==> config.mk <==
export PLATFORM = sky130hd
export DESIGN_NAME = decode_pipe_stage
export DESIGN_NICKNAME = d
export VERILOG_FILES = /design/src/rtl/cpu_pkg.sv /design/src/rtl/register_file.sv /design/src/rtl/decode_pipe_stage.sv
export SDC_FILE = /design/constraint.sdc
export NUM_CORES = 2
export LEC_CHECK = 0
export CORE_UTILIZATION = 40
export DETAILED_ROUTE_END_ITERATION = 10
export PLACE_DENSITY_LB_ADDON = 0.2
export SLEW_MARGIN = 20
export SYNTH_ARGS = -nofsm -noshare
export SYNTH_HDL_FRONTEND = slang
export SYNTH_SLANG_ARGS = --single-unit
==> constraint.sdc <==
create_clock -name clk -period 2.4 [get_ports clk]
set_clock_uncertainty 0.05 [all_clocks]
set_input_delay 0.48 -clock clk [delete_from_list [all_inputs] [get_ports clk]]
set_output_delay 0.48 -clock clk [all_outputs]
set_load 0.01 [all_outputs]
==> src/rtl/cpu_pkg.sv <==
// Shared decode types for the pipeline: control bundle, ALU/writeback selectors,
// RV32I opcode constants, and the controller / immediate generator functions.
package cpu_pkg;

    localparam logic [6:0] OP_LUI    = 7'b0110111;
    localparam logic [6:0] OP_AUIPC  = 7'b0010111;
    localparam logic [6:0] OP_JAL    = 7'b1101111;
    localparam logic [6:0] OP_JALR   = 7'b1100111;
    localparam logic [6:0] OP_BRANCH = 7'b1100011;
    localparam logic [6:0] OP_LOAD   = 7'b0000011;
    localparam logic [6:0] OP_STORE  = 7'b0100011;
    localparam logic [6:0] OP_IMM    = 7'b0010011;
    localparam logic [6:0] OP_REG    = 7'b0110011;

    typedef enum logic [3:0] {
        ALU_ADD, ALU_SUB, ALU_SLL, ALU_SLT, ALU_SLTU, ALU_XOR,
        ALU_SRL, ALU_SRA, ALU_OR, ALU_AND, ALU_PASS_B
    } alu_op_t;

    typedef enum logic [1:0] {ALU_SRC_REG, ALU_SRC_IMM, ALU_SRC_PC} alu_src_t;

    typedef enum logic [1:0] {WB_SRC_ALU, WB_SRC_MEM, WB_SRC_PC4} reg_write_src_t;

    // FMT_X marks an unsupported encoding: no immediate, no register reads.
    typedef enum logic [2:0] {FMT_R, FMT_I, FMT_S, FMT_B, FMT_U, FMT_J, FMT_X} fmt_t;

    typedef struct packed {
        logic           reg_write;
        logic           mem_read;
        logic           mem_write;
        logic           branch;
        logic           jump;
        alu_op_t        alu_op;
        alu_src_t       alu_src;
        reg_write_src_t reg_write_src;
    } ctrl_t;

    typedef struct packed {
        ctrl_t ctrl;
        fmt_t  fmt;
        logic  illegal;
    } decode_t;

    function automatic alu_op_t alu_op_of(input logic [2:0] funct3, input logic alt);
        case (funct3)
            3'b000:  return alt ? ALU_SUB : ALU_ADD;
            3'b001:  return ALU_SLL;
            3'b010:  return ALU_SLT;
            3'b011:  return ALU_SLTU;
            3'b100:  return ALU_XOR;
            3'b101:  return alt ? ALU_SRA : ALU_SRL;
            3'b110:  return ALU_OR;
            default: return ALU_AND;
        endcase
    endfunction

    function automatic decode_t decode_instr(input logic [31:0] instr);
        decode_t d;
        d     = '0;
        d.fmt = FMT_X;
        case (instr[6:0])
            OP_LUI: begin
                d.fmt = FMT_U; d.ctrl.reg_write = 1'b1;
                d.ctrl.alu_op = ALU_PASS_B; d.ctrl.alu_src = ALU_SRC_IMM;
            end
            OP_AUIPC: begin
                d.fmt = FMT_U; d.ctrl.reg_write = 1'b1;
                d.ctrl.alu_op = ALU_ADD; d.ctrl.alu_src = ALU_SRC_PC;
            end
            OP_JAL: begin
                d.fmt = FMT_J; d.ctrl.reg_write = 1'b1; d.ctrl.jump = 1'b1;
                d.ctrl.reg_write_src = WB_SRC_PC4;
            end
            OP_JALR: begin
                d.fmt = FMT_I; d.ctrl.reg_write = 1'b1; d.ctrl.jump = 1'b1;
                d.ctrl.alu_src = ALU_SRC_IMM; d.ctrl.reg_write_src = WB_SRC_PC4;
            end
            OP_BRANCH: begin
                d.fmt = FMT_B; d.ctrl.branch = 1'b1; d.ctrl.alu_op = ALU_SUB;
            end
            OP_LOAD: begin
                d.fmt = FMT_I; d.ctrl.reg_write = 1'b1; d.ctrl.mem_read = 1'b1;
                d.ctrl.alu_src = ALU_SRC_IMM; d.ctrl.reg_write_src = WB_SRC_MEM;
            end
            OP_STORE: begin
                d.fmt = FMT_S; d.ctrl.mem_write = 1'b1; d.ctrl.alu_src = ALU_SRC_IMM;
            end
            OP_IMM: begin
                // Only the shift-right form uses bit 30 as a selector; ADDI keeps it as immediate.
                d.fmt = FMT_I; d.ctrl.reg_write = 1'b1; d.ctrl.alu_src = ALU_SRC_IMM;
                d.ctrl.alu_op = alu_op_of(instr[14:12], instr[30] && (instr[14:12] == 3'b101));
            end
            OP_REG: begin
                d.fmt = FMT_R; d.ctrl.reg_write = 1'b1;
                d.ctrl.alu_op = alu_op_of(instr[14:12], instr[30]);
            end
            default: d.illegal = 1'b1;
        endcase
        return d;
    endfunction

    function automatic logic [31:0] gen_imm(input logic [31:0] instr, input fmt_t fmt);
        case (fmt)
            FMT_I:   return {{20{instr[31]}}, instr[31:20]};
            FMT_S:   return {{20{instr[31]}}, instr[31:25], instr[11:7]};
            FMT_B:   return {{19{instr[31]}}, instr[31], instr[7], instr[30:25], instr[11:8], 1'b0};
            FMT_U:   return {instr[31:12], 12'b0};
            FMT_J:   return {{11{instr[31]}}, instr[31], instr[19:12], instr[20], instr[30:21], 1'b0};
            default: return 32'b0;
        endcase
    endfunction

    function automatic logic reads_rs1(input fmt_t fmt);
        return (fmt == FMT_R) || (fmt == FMT_I) || (fmt == FMT_S) || (fmt == FMT_B);
    endfunction

    function automatic logic reads_rs2(input fmt_t fmt);
        return (fmt == FMT_R) || (fmt == FMT_S) || (fmt == FMT_B);
    endfunction

endpackage

==> src/rtl/register_file.sv <==
// Architectural register file: x0 hard-wired to zero, two combinational read
// ports, one write port with optional same-cycle write-through.
module register_file #(
    parameter  int XLEN      = 32,
    parameter  int NUM_REGS  = 32,
    parameter  int WB_BYPASS = 1,
    localparam int REG_AW    = $clog2(NUM_REGS)
) (
    input  logic              clk,
    input  logic              rstn,
    input  logic              we,
    input  logic [REG_AW-1:0] waddr,
    input  logic [XLEN-1:0]   wdata,
    input  logic [REG_AW-1:0] raddr1,
    input  logic [REG_AW-1:0] raddr2,
    output logic [XLEN-1:0]   rdata1,
    output logic [XLEN-1:0]   rdata2
);

    logic [XLEN-1:0] rf_q [NUM_REGS];

    genvar gi;
    generate
        for (gi = 0; gi < NUM_REGS; gi++) begin : g_entry
            if (gi == 0) begin : g_zero
                assign rf_q[gi] = '0;
            end else begin : g_reg
                logic [XLEN-1:0] entry_reg;
                always_ff @(posedge clk or negedge rstn) begin
                    if (!rstn)
                        entry_reg <= '0;
                    else if (we && waddr == REG_AW'(gi))
                        entry_reg <= wdata;
                end
                assign rf_q[gi] = entry_reg;
            end
        end

        for (gi = 0; gi < 2; gi++) begin : g_rport
            logic [REG_AW-1:0] addr;
            logic [XLEN-1:0]   data;
            assign addr = (gi == 0) ? raddr1 : raddr2;
            always_comb begin
                data = '0;
                if (addr != '0) begin
                    data = rf_q[addr];
                    if (WB_BYPASS != 0 && we && waddr == addr)
                        data = wdata;
                end
            end
        end
    endgenerate

    assign rdata1 = g_rport[0].data;
    assign rdata2 = g_rport[1].data;

endmodule

==> src/rtl/decode_pipe_stage.sv <==
// Instruction decode stage: combinational decode + regfile read feeding a single
// ID/EX register, with load-use stall, flush, and held-operand refresh from WB.
module decode_pipe_stage
    import cpu_pkg::*;
#(
    parameter  int XLEN      = 32,
    parameter  int NUM_REGS  = 32,
    parameter  int WB_BYPASS = 1,
    localparam int REG_AW    = $clog2(NUM_REGS)
) (
    input  logic              clk,
    input  logic              rstn,
    input  logic              if_valid,
    input  logic [31:0]       if_instr,
    input  logic [XLEN-1:0]   if_pc,
    output logic              if_ready,
    input  logic              wb_reg_write,
    input  logic [REG_AW-1:0] wb_reg_write_rd,
    input  logic [XLEN-1:0]   wb_reg_write_data,
    input  logic              flush,
    input  logic              ex_ready,
    output logic              id_valid,
    output logic [XLEN-1:0]   id_pc,
    output logic [REG_AW-1:0] id_rs1,
    output logic [REG_AW-1:0] id_rs2,
    output logic [REG_AW-1:0] id_rd,
    output logic [XLEN-1:0]   id_rd1,
    output logic [XLEN-1:0]   id_rd2,
    output logic [XLEN-1:0]   id_imm,
    output logic [XLEN-1:0]   id_branch_target,
    output ctrl_t             id_ctrl,
    output logic              id_illegal
);

    decode_t           dec;
    logic [31:0]       imm32;
    logic [XLEN-1:0]   imm_ext;
    logic [REG_AW-1:0] dec_rs1;
    logic [REG_AW-1:0] dec_rs2;
    logic [REG_AW-1:0] dec_rd;
    logic [XLEN-1:0]   rf_rd1;
    logic [XLEN-1:0]   rf_rd2;
    logic              load_use;
    logic              accept;

    always_comb begin
        dec     = decode_instr(if_instr);
        imm32   = gen_imm(if_instr, dec.fmt);
        imm_ext = XLEN'($signed(imm32));
        dec_rs1 = REG_AW'(if_instr[19:15]);
        dec_rs2 = REG_AW'(if_instr[24:20]);
        dec_rd  = REG_AW'(if_instr[11:7]);
    end

    register_file #(
        .XLEN      (XLEN),
        .NUM_REGS  (NUM_REGS),
        .WB_BYPASS (WB_BYPASS)
    ) u_regfile (
        .clk    (clk),
        .rstn   (rstn),
        .we     (wb_reg_write),
        .waddr  (wb_reg_write_rd),
        .wdata  (wb_reg_write_data),
        .raddr1 (dec_rs1),
        .raddr2 (dec_rs2),
        .rdata1 (rf_rd1),
        .rdata2 (rf_rd2)
    );

    // A held load whose destination feeds the incoming instruction must leave
    // before that instruction can read its operands.
    always_comb begin
        load_use = id_valid && id_ctrl.mem_read && (id_rd != '0) && if_valid &&
                   ((reads_rs1(dec.fmt) && (id_rd == dec_rs1)) ||
                    (reads_rs2(dec.fmt) && (id_rd == dec_rs2)));
        if_ready = (!id_valid || ex_ready) && !load_use && !flush;
        accept   = if_valid && if_ready;
    end

    always_ff @(posedge clk or negedge rstn) begin
        if (!rstn) begin
            id_valid         <= 1'b0;
            id_illegal       <= 1'b0;
            id_ctrl          <= '0;
            id_pc            <= '0;
            id_rs1           <= '0;
            id_rs2           <= '0;
            id_rd            <= '0;
            id_rd1           <= '0;
            id_rd2           <= '0;
            id_imm           <= '0;
            id_branch_target <= '0;
        end else if (flush) begin
            id_valid   <= 1'b0;
            id_illegal <= 1'b0;
        end else if (accept) begin
            id_valid         <= 1'b1;
            id_illegal       <= dec.illegal;
            id_ctrl          <= dec.ctrl;
            id_pc            <= if_pc;
            id_rs1           <= dec_rs1;
            id_rs2           <= dec_rs2;
            id_rd            <= dec_rd;
            id_rd1           <= rf_rd1;
            id_rd2           <= rf_rd2;
            id_imm           <= imm_ext;
            id_branch_target <= if_pc + imm_ext;
        end else if (id_valid && ex_ready) begin
            // Transfer with nothing accepted: bubble.
            id_valid   <= 1'b0;
            id_illegal <= 1'b0;
        end else if (id_valid) begin
            // Stalled: keep captured operands coherent with writeback.
            if (wb_reg_write && wb_reg_write_rd != '0 && wb_reg_write_rd == id_rs1)
                id_rd1 <= wb_reg_write_data;
            if (wb_reg_write && wb_reg_write_rd != '0 && wb_reg_write_rd == id_rs2)
                id_rd2 <= wb_reg_write_data;
        end
    end

endmodule

After elaboration in Yosys (flattened, before gate mapping)
Cells that the tools add are included.

Magnitude comparators: 2. Equality and inequality tests: 58. Muxes and demuxes: 40. Reduce and logical (&&, ||, !) cells: 76. Bitwise operators: 3. $add $sub $neg: 1.

Operators with widths (count): $mux W32 (16); $bmux W32 S5 (2); $pmux W32 S5 (1); $eq A5 B5 Y1 const B (16); $pmux W4 S7 (2); $logic_and A1 B1 Y1 (47); $eq A5 B4 Y1 const B (8); $add A32 B32 Y32 (1); $eq A5 B5 Y1 (6); $eq A7 B6 Y1 const B (3); $eq A7 B7 Y1 const B (3); $eq A5 B3 Y1 const B (4); $reduce_bool A5 Y1 (4); $pmux W3 S6 (1); $pmux W4 S4 (1); $eq A3 B3 Y1 const B (5); $mux W1 (15); $eq A7 B5 Y1 const B (2); $eq A3 B2 Y1 const B (4); $ge A6 B6 Y1 const B (2); $not A5 Y6 (2); $eq A5 B2 Y1 const B (2); $reduce_or A9 Y1 (1); $pmux W2 S2 (2); other kinds (16) (30).

Input port bits: 107. Logic and storage cells: 229. Register bits: 1182.

Depth between registers and ports, before layout
Depth after elaboration: 16. Depth in mapped cells: 20. Depth with buffers taken out: 17.

Hierarchy
From an unflattened synthesis, not the netlist that was laid out.

Cell total of the unflattened synthesis: 4807. Area total of the unflattened synthesis: 63906.3 µm².

By module, submodules not included: register_file (area an instance 54139.4 µm², instances 1, cells an instance 3685, seq. area each 24823.8 µm²); decode_pipe_stage (area an instance 9766.9 µm², instances 1, cells an instance 1122, seq. area each 4729.5 µm²).

Least setup slack after synthesis
OpenSTA, ideal clock, no wires.

Kind: input-to-reg. Start: input if_instr[1]. End: register id_branch_target[23]. Stages on the path: 17. Library setup time: 0.125 ns. Arrival time: 4.267 ns. Path slack: -2.042 ns. Required time: 2.225 ns. Cell sequence: nand2_1 -> or2_2 -> nor3_1 -> or2_2 -> clkbuf_1 -> nand2_1 -> nor2_2 -> a21o_1 -> ha_1 -> and3_1 -> and3_1 -> and2_1 -> a221o_1 -> a2111oi_2 -> nor3_1 -> xor2_1 -> mux2_2.

Elaborated cells between the ends (all ways): 34.

RTL lines: from (decl) (RTL line decode_pipe_stage.sv:14) `input logic [31:0] if_instr,`; $eq A7 B5 Y1, or another cell as far along (RTL line cpu_pkg.sv:61) `case (instr[6:0])`; $reduce_or A3 Y1 (no source line) or $reduce_or A2 Y1 (tied branches); $pmux W3 S6 * (RTL line cpu_pkg.sv:61); $eq A3 B3 Y1, or another cell as far along (RTL line cpu_pkg.sv:103) `case (fmt)`; $pmux W32 S5 * (RTL line cpu_pkg.sv:103); named net imm32[12] (RTL line decode_pipe_stage.sv:36) `logic [31:0] imm32;`; $add A32 B32 Y32 * (RTL line decode_pipe_stage.sv:108) `id_branch_target <= if_pc + imm_ext;`; to (signal assigned) (RTL line decode_pipe_stage.sv:108); to (decl) (RTL line decode_pipe_stage.sv:30) `output logic [XLEN-1:0] id_branch_target,`.

The timed path passes the listed nets; every way through them passes the cells marked *. A chain may end at the register's enable or synchronous reset.

Worst setup path after layout
Start: input if_instr[2]. End: register id_branch_target[23].

The elaborated chain is that of the path after synthesis.

==> results.md <==
- Hold Fails Final Rpt: 0
- DR WL/cell: 30.7 um
- Synthesized area: 0.0626 mm2
- R2R depth: 16
- Worst slew margin: 30.7%
- Port bufs: 297
- Worst Hold Launch: if_instr[21]
- Vias in the first global route: 43.7k
- Die ar.: 0.158 mm2
- Top FF cell, synth: dfrtp_1
- Post-synth EDFFs: 0
- RSZ-0062 raised after global routing: true
- Initial antenna violation count: 4
- Post-synthesis register bit count: 1,181
- Num Clock Sinks: 1,181
- Hold Path Cell Cnt: 4
- Hold Crit Class: primary input to flop
- Deepest clock path buffer count: 3
- Area grow syn2layout: 29.5%
- Internal Power: 44.7 mW
- Seq pwr share: 42.9%
- Syn nets: 4,351
- FP Rows: 144
- CP Data Required Time: 3.01 ns
- Max stage delay cell, worst path: a221o_2
- Failing checks: negative setup slack
- Layout cells sized above 1: 58.3%
- WS Path Type: primary input to flop
- Critical path endpoint category: flop
- Final Worst Setup Slack: -1.03 ns
- I/O pins: 298
- CP arrival: 4.05 ns
- Largest net degree at the start of global routing: 110
- Hold endpoint: id_imm[1]
- Inst Count DP: 6,706
- Max_cap viols: 0
- Clock Latency Late Sink: 0.79 ns
- Die W: 398 um
- Die height: 398 um
- Detailed Routing Iterations Pass 1: 5
- Final WL: 217 mm
- Clk slew on worst S/H paths: 0.06 ns
- Total of warnings raised by yosys: 0
- Sequential-to-total area share from yosys stat: 47.2%
- Pwr dens: 760 mW/mm2
- Asr flop ratio synth: 100%
- Final min period: 3.43 ns
- Tcrit/Tclk final: 143%
- Status: complete, but fails checks
- TritonCTS Buffers: 135
- Reg-to-reg setup timing slack: -0.62 ns
- Drt drc: 0
- Final Wtd Congestion: 0.872
- Critical Path Start Type: primary input
- Layout Nets: 5,055
- RR Endpoint: id_rd2[29]
- Peak Freq: 291 MHz
- Critical path buffer and inverter count: 1
- Remaining antenna violation count: 0
- Yosys cell types: 60
- Clock Root Buffer: clkbuf_16
- Total grt overflow: 0
- Mean Syn Cell Area: 14.9 um2
- DR vias: 42.6k
- Crit-path max FO: 8
- DP HPWL: 136 mm
- Reg2reg start: id_rd[1]
- Syn Inst Count: 4,212
- Clk pwr share: 33.7%
- Leakage: 35.0 nW
- CP top delay family: simple AND/OR/NAND/NOR gates
- Critical-path cell list: buf_8, or3_4, or2_4, a21oi_4, or2_4, nand2_4, nor2_4, a21o_1, ha_4, and3_4, and3_4, and2_4, a221o_2, a2111oi_4, nor3_2, xor2_1, mux2_4
- CTS tree: built
- Core area: 0.155 mm2
- Setup-failing EPs final: 190
- Max FFs per register: 992
- First-pass GRT wire length: 318 mm
- P_sw: 16.9 mW
- Peak VDD IR: 0.784 mV
- Sw frac: 27.5%
- Worst path max stage delay: 0.41 ns
- Cell Count, Final, Fillers Out: 7,064
- DRT iter0 DRCs: 3,675
- Power share of the combinational group: 23.4%
- Htree depth: 4
- Slew @ Worst Pin: 1.03 ns
- Starting Density: 40.5%
- Drt via density: 6.03
- Total GRT Usage: 27.7%
- Max-slew violations: 0
- Hold WS: 0.108 ns
[tightest hold or removal path, stage by stage]
cell and delay [ns]:
buf_8 0.08, a22oi_2 0.06, buf_4 0.16, o21ai_2 0.13
[area by class of cell]
type | instances | area, um2
clock buffers | 205 | 4050
inverters | 10 | 37.5
diodes | 2 | 5.00
fillers | 12600 | 73700
well taps | 2044 | 2560
flip-flops and latches | 1181 | 29600
repair buffers | 986 | 11400
clock inverters | 34 | 352
multi-input cells | 2602 | 33100
[cells in the mapped netlist (12+ instances only)]
master / count / area, um2
a22o_1: 36 / 315
ha_1: 31 / 388
buf_1: 89 / 334
buf_2: 50 / 250
nor2_1: 134 / 503
mux4_2: 576 / 13000
nand2_1: 99 / 372
nand2b_1: 14 / 87.6
a21o_1: 28 / 210
a21oi_1: 197 / 986
o21ai_0: 56 / 280
xor2_1: 34 / 298
dfrtp_1: 1181 / 29600
a22oi_1: 34 / 255
clkbuf_1: 269 / 1010
mux2_2: 1140 / 12800
nand3_1: 12 / 60.1
xnor2_1: 25 / 219
mux2i_1: 66 / 661
nor3_1: 16 / 80.1
[stage by stage]
stage | instance area (um2) | setup slack [ns] | util, % | power [mW] | setup TNS (ns)
after floorplan | 63100 | -1.65 | - | 34.9 | -75.00
after global placement | 73500 | -2.35 | 47.5 | 39.8 | -628.50
after detailed placement | 73500 | -2.39 | 47.5 | 40.2 | -628.48
after CTS | 80800 | -1.02 | 52.2 | 61.8 | -86.34
after global routing | 81100 | -1.04 | 52.4 | 64.1 | -93.39
final | 81100 | -1.03 | 52.4 | 61.6 | -84.18
[worst max path at each step]
stage / endpoint / cells after the start / slack [ns] / start
2_1_floorplan: id_branch_target[23] / 18 / -1.65 / if_instr[6]
3_3_place_gp: id_branch_target[29] / 17 / -2.35 / if_instr[6]
3_5_place_dp: id_branch_target[31] / 18 / -2.39 / if_instr[6]
4_1_cts: id_branch_target[23] / 17 / -1.02 / if_instr[2]
5_1_grt: id_branch_target[23] / 17 / -1.04 / if_instr[2]
6_report: id_branch_target[23] / 17 / -1.03 / if_instr[2]
[what timing repair did]
item | 4_1_cts | 5_1_grt
pin swaps | 104 | 64
endpoints found under the setup margin | 200 | 191
cloned | 33 | 3
setup buffers | 96 | 29
hold buffers | 2 | 0
endpoints found under the hold margin | 525 | 0
resized for setup | 386 | 174
[kinds of logic (layout without fill, tap and decap cells)]
group	after synthesis	in the layout	share of synthesized area, %
adders and majority gates	32	32	0.651
muxes	1782	1782	42.3
and+or+nand+nor	336	336	2.44
DFF	1181	1181	47.2
buffers and inverters	429	1235	2.74
xor gates and xnor gates	59	59	0.825
AOI/OAI and AO/OA	393	393	3.86
other	0	2	0
[metal layers]
metal / vias to the layer above / wire length (um) / track usage (%)
li1: 17600 / - / -
met1: 23200 / 94000 / 38.9
met2: 1467 / 104000 / 43.9
met3: 323 / 13100 / 4.53
met4: 0 / 6030 / 8.72
met5: - / 0 / 0
[cell usage in the layout (no fill, tap or decap), drive strengths merged, types with 17 or more instances in the layout]
cell type | netlist | final
nor3 | 17 | 17
mux4 | 576 | 576
ha | 31 | 31
a22o | 36 | 36
xnor2 | 25 | 25
clkdlybuf4s50 | 0 | 267
nand2 | 100 | 100
a21oi | 201 | 201
a22oi | 34 | 34
o21ai | 57 | 57
mux2i | 66 | 66
clkinv | 0 | 20
mux2 | 1140 | 1140
buf | 150 | 701
xor2 | 34 | 34
a21o | 28 | 28
clkbuf | 269 | 208
nor2 | 135 | 135
dfrtp | 1181 | 1181
[power groups by stage]
stage | sequential (mW) | clock (mW) | combinational, mW
after floorplan | 26.0 | 0 | 8.91
after global placement | 26.4 | 0 | 13.4
after detailed placement | 26.6 | 0 | 13.6
after CTS | 26.3 | 21.1 | 14.4
after global routing | 26.9 | 21.9 | 15.3
final | 26.4 | 20.8 | 14.4
No activity file was read; power rests on OpenSTA's default activity.
